File: config.mk
export PLATFORM = sky130hd
export DESIGN_NAME = running_min_tracker
export DESIGN_NICKNAME = d
export VERILOG_FILES = /design/src/rtl/running_min_tracker.sv
export SDC_FILE = /design/constraint.sdc
export NUM_CORES = 1
export LEC_CHECK = 0
export BUFFER_PORTS_ARGS = -buffer_cell sky130_fd_sc_hd__buf_4
export CORE_MARGIN = 2
export CORE_UTILIZATION = 50
export DETAILED_ROUTE_END_ITERATION = 10
export HOLD_SLACK_MARGIN = 0.06
export PLACE_DENSITY = 0.72
export SLEW_MARGIN = 15
export SYNTH_ARGS = -nofsm -noshare
export SYNTH_HDL_FRONTEND = slang
export SYNTH_SLANG_ARGS = --single-unit
File: constraint.sdc
create_clock -name clk -period 2.01 [get_ports clk]
set_input_delay 0.402 -clock clk [delete_from_list [all_inputs] [get_ports clk]]
set_output_delay 0.402 -clock clk [all_outputs]
set_load 0.05 [all_outputs]
File: src/rtl/running_min_tracker.sv
// Streaming frame reducer: reports minimum, first index of the minimum and beat count per frame.
// LogicalLT is the unsigned strict less-than comparator that decides every minimum update.

module LogicalLT #(
   parameter int    N     = 8,
   parameter string MODEL = "Structural"
) (
   input  logic [N-1:0] i_a,
   input  logic [N-1:0] i_b,
   output logic         o_lt
);

   generate
      if (MODEL == "Behavioral") begin : gBehav
         always_comb begin
            o_lt = (i_a < i_b);
         end
      end else if (MODEL == "DataFlow") begin : gFlow
         // Borrow of a-b rippling up from the LSB; a final borrow means a < b.
         logic [N:0] w_borrow;
         assign w_borrow[0] = 1'b0;
         for (genvar i = 0; i < N; i++) begin : gBit
            assign w_borrow[i+1] = (~i_a[i] & i_b[i]) | (~(i_a[i] ^ i_b[i]) & w_borrow[i]);
         end
         assign o_lt = w_borrow[N];
      end else begin : gStruct
         // Gate-level MSB-first scan: the first differing bit with a=0, b=1 decides.
         logic [N:1] w_eqAbove;
         logic [N:0] w_ltAcc;
         assign w_ltAcc[N] = 1'b0;
         for (genvar i = 0; i < N; i++) begin : gBit
            logic w_aN;
            logic w_bitLt;
            logic w_hit;
            logic w_eqIn;
            if (i == N-1) begin : gTop
               assign w_eqIn = 1'b1;
            end else begin : gInner
               assign w_eqIn = w_eqAbove[i+1];
            end
            not uNot (w_aN, i_a[i]);
            and uLt  (w_bitLt, w_aN, i_b[i]);
            and uHit (w_hit, w_bitLt, w_eqIn);
            or  uAcc (w_ltAcc[i], w_ltAcc[i+1], w_hit);
            if (i > 0) begin : gEq
               logic w_bitEq;
               xnor uEq  (w_bitEq, i_a[i], i_b[i]);
               and  uEqA (w_eqAbove[i], w_eqIn, w_bitEq);
            end
         end
         if (N > 1) begin : gTieTop
            assign w_eqAbove[N] = 1'b1;
         end else begin : gTieOne
            assign w_eqAbove[N] = w_ltAcc[N] | 1'b1;
         end
         assign o_lt = w_ltAcc[0];
      end
   endgenerate

endmodule


module running_min_tracker #(
   parameter int    N     = 8,
   parameter int    IDX_W = 8,
   parameter string MODEL = "Structural"
) (
   input  logic             clk,
   input  logic             rst,
   input  logic             s_valid,
   output logic             s_ready,
   input  logic [N-1:0]     s_data,
   input  logic             s_last,
   output logic             m_valid,
   input  logic             m_ready,
   output logic [N-1:0]     m_min,
   output logic [IDX_W-1:0] m_idx,
   output logic [IDX_W-1:0] m_count,
   output logic             m_ovf
);

   typedef enum logic [1:0] {S_IDLE, S_ACCUM, S_OUTPUT} state_t;

   state_t           r_state;
   logic             r_sReady;
   logic             r_mValid;
   logic [N-1:0]     r_min;
   logic [IDX_W-1:0] r_idx;
   logic [IDX_W-1:0] r_cnt;
   logic             r_ovf;
   logic [N-1:0]     r_mMin;
   logic [IDX_W-1:0] r_mIdx;
   logic [IDX_W-1:0] r_mCount;
   logic             r_mOvf;

   logic             w_accept;
   logic             w_lt;
   logic             w_cntMax;
   logic [N-1:0]     w_nMin;
   logic [IDX_W-1:0] w_nIdx;
   logic [IDX_W-1:0] w_nCnt;
   logic             w_nOvf;

   LogicalLT #(.N(N), .MODEL(MODEL)) uLt (
      .i_a  (s_data),
      .i_b  (r_min),
      .o_lt (w_lt)
   );

   assign w_accept = s_valid & r_sReady;
   assign w_cntMax = (r_cnt == {IDX_W{1'b1}});

   // Frame state after accepting the current beat. The first beat loads without a
   // comparison; once the counter saturates, a new minimum records the saturated index.
   always_comb begin
      w_nMin = r_min;
      w_nIdx = r_idx;
      w_nCnt = r_cnt;
      w_nOvf = r_ovf;
      if (r_state == S_IDLE) begin
         w_nMin = s_data;
         w_nIdx = '0;
         w_nCnt = IDX_W'(1);
         w_nOvf = 1'b0;
      end else begin
         if (w_lt) begin
            w_nMin = s_data;
            w_nIdx = r_cnt;
         end
         if (w_cntMax) begin
            w_nOvf = 1'b1;
         end else begin
            w_nCnt = r_cnt + IDX_W'(1);
         end
      end
   end

   always_ff @(posedge clk) begin
      if (rst) begin
         r_state  <= S_IDLE;
         r_sReady <= 1'b1;
         r_mValid <= 1'b0;
         r_min    <= '0;
         r_idx    <= '0;
         r_cnt    <= '0;
         r_ovf    <= 1'b0;
         r_mMin   <= '0;
         r_mIdx   <= '0;
         r_mCount <= '0;
         r_mOvf   <= 1'b0;
      end else begin
         case (r_state)
            S_IDLE, S_ACCUM: begin
               if (w_accept) begin
                  r_min <= w_nMin;
                  r_idx <= w_nIdx;
                  r_cnt <= w_nCnt;
                  r_ovf <= w_nOvf;
                  if (s_last) begin
                     r_state  <= S_OUTPUT;
                     r_sReady <= 1'b0;
                     r_mValid <= 1'b1;
                     r_mMin   <= w_nMin;
                     r_mIdx   <= w_nIdx;
                     r_mCount <= w_nCnt;
                     r_mOvf   <= w_nOvf;
                  end else begin
                     r_state <= S_ACCUM;
                  end
               end
            end
            S_OUTPUT: begin
               if (m_ready) begin
                  r_state  <= S_IDLE;
                  r_sReady <= 1'b1;
                  r_mValid <= 1'b0;
               end
            end
            default: begin
               r_state  <= S_IDLE;
               r_sReady <= 1'b1;
               r_mValid <= 1'b0;
            end
         endcase
      end
   end

   assign s_ready = r_sReady;
   assign m_valid = r_mValid;
   assign m_min   = r_mMin;
   assign m_idx   = r_mIdx;
   assign m_count = r_mCount;
   assign m_ovf   = r_mOvf;

endmodule
==> results.json <==
{
  "drv_slew": 0,
  "post_dp_cell_area_um2": 2950,
  "netlist_instances": 282,
  "syn_area_per_cell_um2": 9.00,
  "area.growth.synth_to_final_pct": 21.3,
  "worst_setup_path_endpoint": "r_min[7]$_SDFFE_PP0P_",
  "path_clk_slew_ns": 0.10,
  "p_clk_share_pct": 28.2,
  "seq_power_share_pct": 52.3,
  "die_h_um": 75.2,
  "overflow": 0,
  "grt_pass1_wl_um": 8930,
  "cts-buffers-inserted": 5,
  "nNetsFinal": 350,
  "cp_max_fo": 4,
  "die_w_um": 75.2,
  "drive_gt1_share_pct": 25.2,
  "design_area_um2": 3080,
  "synth-seq-cells": 54,
  "critPathLaunchType": "flop",
  "worst-r2r-setup-slack_ns": 0.11,
  "drc_errors": 0,
  "postSynthNetCount": 303,
  "layout_worst_path_cycle_share_pct": 94.7,
  "antenna_cells": 0,
  "drt_first_pass_iters": 4,
  "r2r_start": "r_min[4]$_SDFFE_PP0P_",
  "grt_pass1_vias": 1865,
  "finalHoldViolCount": 0,
  "final_cells": 397,
  "reg2reg_to": "r_min[7]$_SDFFE_PP0P_",
  "viasPerCell": 5.43,
  "clkLatencyLatePin_ns": 0.32,
  "ioPinCount": 40,
  "avgRoutedWirePerCell_um": 13.5,
  "endpoint_kind": "flop",
  "dp.cells": 388,
  "setup_violations": 0,
  "hp-class": "in -> reg",
  "synth_edf_count": 0,
  "clockBufferDepth": 2,
  "cp.required_ns": 2.21,
  "leakage_nw": 1.29,
  "switching_power_mw": 0.643,
  "fmax_ghz": 0.525,
  "cts.sink_count": 54,
  "hold_path_startpoint": "s_data[2]",
  "skew_ns": 0.00958,
  "syn-cell-area_um2": 2540,
  "core_um2": 4820,
  "yosysSeqAreaShare_pct": 42.6,
  "io_buffers": 39,
  "finalCriticalPeriod_ns": 1.90,
  "synthArstFlopShare_pct": 0,
  "ant_nets": 0,
  "cts_root_buf": "clkbuf_8",
  "gp_congestion": 0.871,
  "num_vias": 2155,
  "dieArea_um2": 5660,
  "outcome": "finished, final reports clean",
  "intPower_mw": 1.52,
  "vdd_drop_max_mv": 0.450,
  "num_rows": 25,
  "yosys_warnings": 0,
  "drt_iter0_drc": 138,
  "finalWirelength_um": 5350,
  "swShare_pct": 29.7,
  "cts_tree": "built",
  "grt_setup_unrepaired": "true",
  "max_cap_viol_count": 0,
  "initial_core_util_pct": 52.7,
  "antenna_found_initial": 0,
  "h-tree-depth": 2,
  "tightestPinTransition_ns": 0.559,
  "cellPowerDensity_nw_per_um2": 704,
  "slew-limit-headroom_pct": 62.7,
  "crit_type": "reg -> reg",
  "dp_hpwl_um": 3850,
  "ys.flop_type": "dfxtp_1",
  "worstPathArrival_ns": 2.11,
  "whs_ns": 0.331,
  "n_fill_cell": 467,
  "r2r_cells": 8,
  "cp-startpoint": "r_min[4]$_SDFFE_PP0P_",
  "gr-usage-all-layers_pct": 20.6,
  "pwr-share-comb_pct": 19.5,
  "grt_max_degree": 30,
  "netlist-cell-type-count": 45
}
area by class of cell:
| cell class | count | area (um2) | share of cell area, % |
|---|---|---|---|
| tap | 67 | 83.8 | 2.72 |
| timing repair buffer | 58 | 452 | 14.7 |
| multi-input combinational | 199 | 1330 | 43.2 |
| clock buffer | 5 | 68.8 | 2.24 |
| inverter | 11 | 41.3 | 1.34 |
| clock inverter | 3 | 21.3 | 0.691 |
| sequential | 54 | 1080 | 35.1 |
critical path: stages (launching register included):
cell	delay [ns]
dfxtp_1	0.34
ha_1	0.31
a21oi_2	0.16
o221ai_2	0.17
buf_4	0.18
o31ai_4	0.22
buf_4	0.19
mux2i_1	0.18
nor2_1	0.05
synth_stat cells, types with 2 or more instances:
| cell | n | area share, % |
|---|---|---|
| buf_2 | 7 | 1.4 |
| o21a_1 | 3 | 0.89 |
| nand3_1 | 5 | 0.99 |
| nor2_1 | 42 | 6.2 |
| dfxtp_1 | 54 | 43 |
| xor2_1 | 3 | 1.0 |
| a211oi_1 | 11 | 3.3 |
| nand2_1 | 25 | 3.7 |
| a21oi_2 | 3 | 1.0 |
| a32oi_1 | 8 | 2.8 |
| nor3_4 | 2 | 1.3 |
| o21ai_1 | 10 | 2.0 |
| and2_1 | 2 | 0.49 |
| buf_6 | 2 | 0.89 |
| mux2i_1 | 24 | 9.5 |
| clkbuf_1 | 8 | 1.2 |
| a311oi_1 | 3 | 1.0 |
| a21oi_1 | 10 | 2.0 |
| nand3b_1 | 4 | 1.2 |
| or2_2 | 2 | 0.49 |
| o21ai_0 | 8 | 1.6 |
| nor4_1 | 3 | 0.74 |
| nor3_1 | 3 | 0.59 |
| ha_1 | 8 | 3.9 |
| or3_1 | 2 | 0.49 |
| inv_1 | 11 | 1.6 |
kinds of logic (layout without fill, tap and decap cells):
family                     Yosys count  after routing  share of synthesized area, %
AOI/OAI and AO/OA                   63             63                          18.0
xor gates and xnor gates             3              3                          1.04
adders and majority gates            8              8                          3.94
buffers and inverters               29             77                          5.37
DFF                                 54             54                          42.6
muxes                               25             25                          9.91
and+or+nand+nor                    100            100                          19.1
power by group through the flow:
stage | combinational [mW] | sequential, mW | clock [mW]
detailed placement | 0.404 | 1.16 | 0
CTS | 0.407 | 1.13 | 0.632
finish | 0.423 | 1.13 | 0.611
floorplan | 0.229 | 1.21 | 0
global placement | 0.402 | 1.16 | 0
global route | 0.460 | 1.14 | 0.676
worst min path at each step:
stage	to	slack, ns	cells after the start
CTS	r_min[2]$_SDFFE_PP0P_	0.32	3
finish	r_min[2]$_SDFFE_PP0P_	0.33	3
detailed placement	m_ovf$_SDFFE_PP0P_	0.44	2
global placement	m_ovf$_SDFFE_PP0P_	0.43	2
floorplan	r_idx[0]$_SDFFE_PP0P_	0.45	2
global route	r_min[2]$_SDFFE_PP0P_	0.34	3
registers in the layout, summed over array words and instances, names as in the netlist:
name and flops:
m_idx 8, r_min 8, r_idx 8, m_min 8, r_cnt 8, r_state 2, s_ready 1, m_valid 1
m_ovf 1, r_ovf 1, m_count 8
repair_timing:
action,in CTS,in global routing
setup buffers,0,1
gates resized for setup,0,4
endpoints found under the setup margin,0,17
endpoints found under the hold margin,0,0
hold buffers,0,0
placed cells by master, fill, tap and decap left out, types with 10 or more instances in the layout:
master / n
o21ai_1: 10
inv_1: 11
a211oi_1: 10
buf_4: 56
a21oi_1: 10
dfxtp_1: 54
nor2_1: 41
mux2i_1: 24
nand2_1: 25
routing by layer:
layer	GRT usage [%]	vias to the layer above	routed length (um)
met2	31.7	43	2440
met3	3.61	7	187
met4	8.58	0	85
met5	0	-	0
met1	28.6	1012	2650
li1	-	1093	-
metrics by stage:
stage	utilization, %	setup slack [ns]	setup TNS [ns]	total power [mW]
finish	63.9	0.106	0	2.17
floorplan	-	0.0244	0	1.44
global placement	61.3	-0.156	-2.27	1.56
global route	63.9	-0.0341	-0.108	2.27
detailed placement	61.3	-0.182	-2.64	1.56
CTS	63.2	0.0321	0	2.17
No activity file was read; power rests on OpenSTA's default activity.
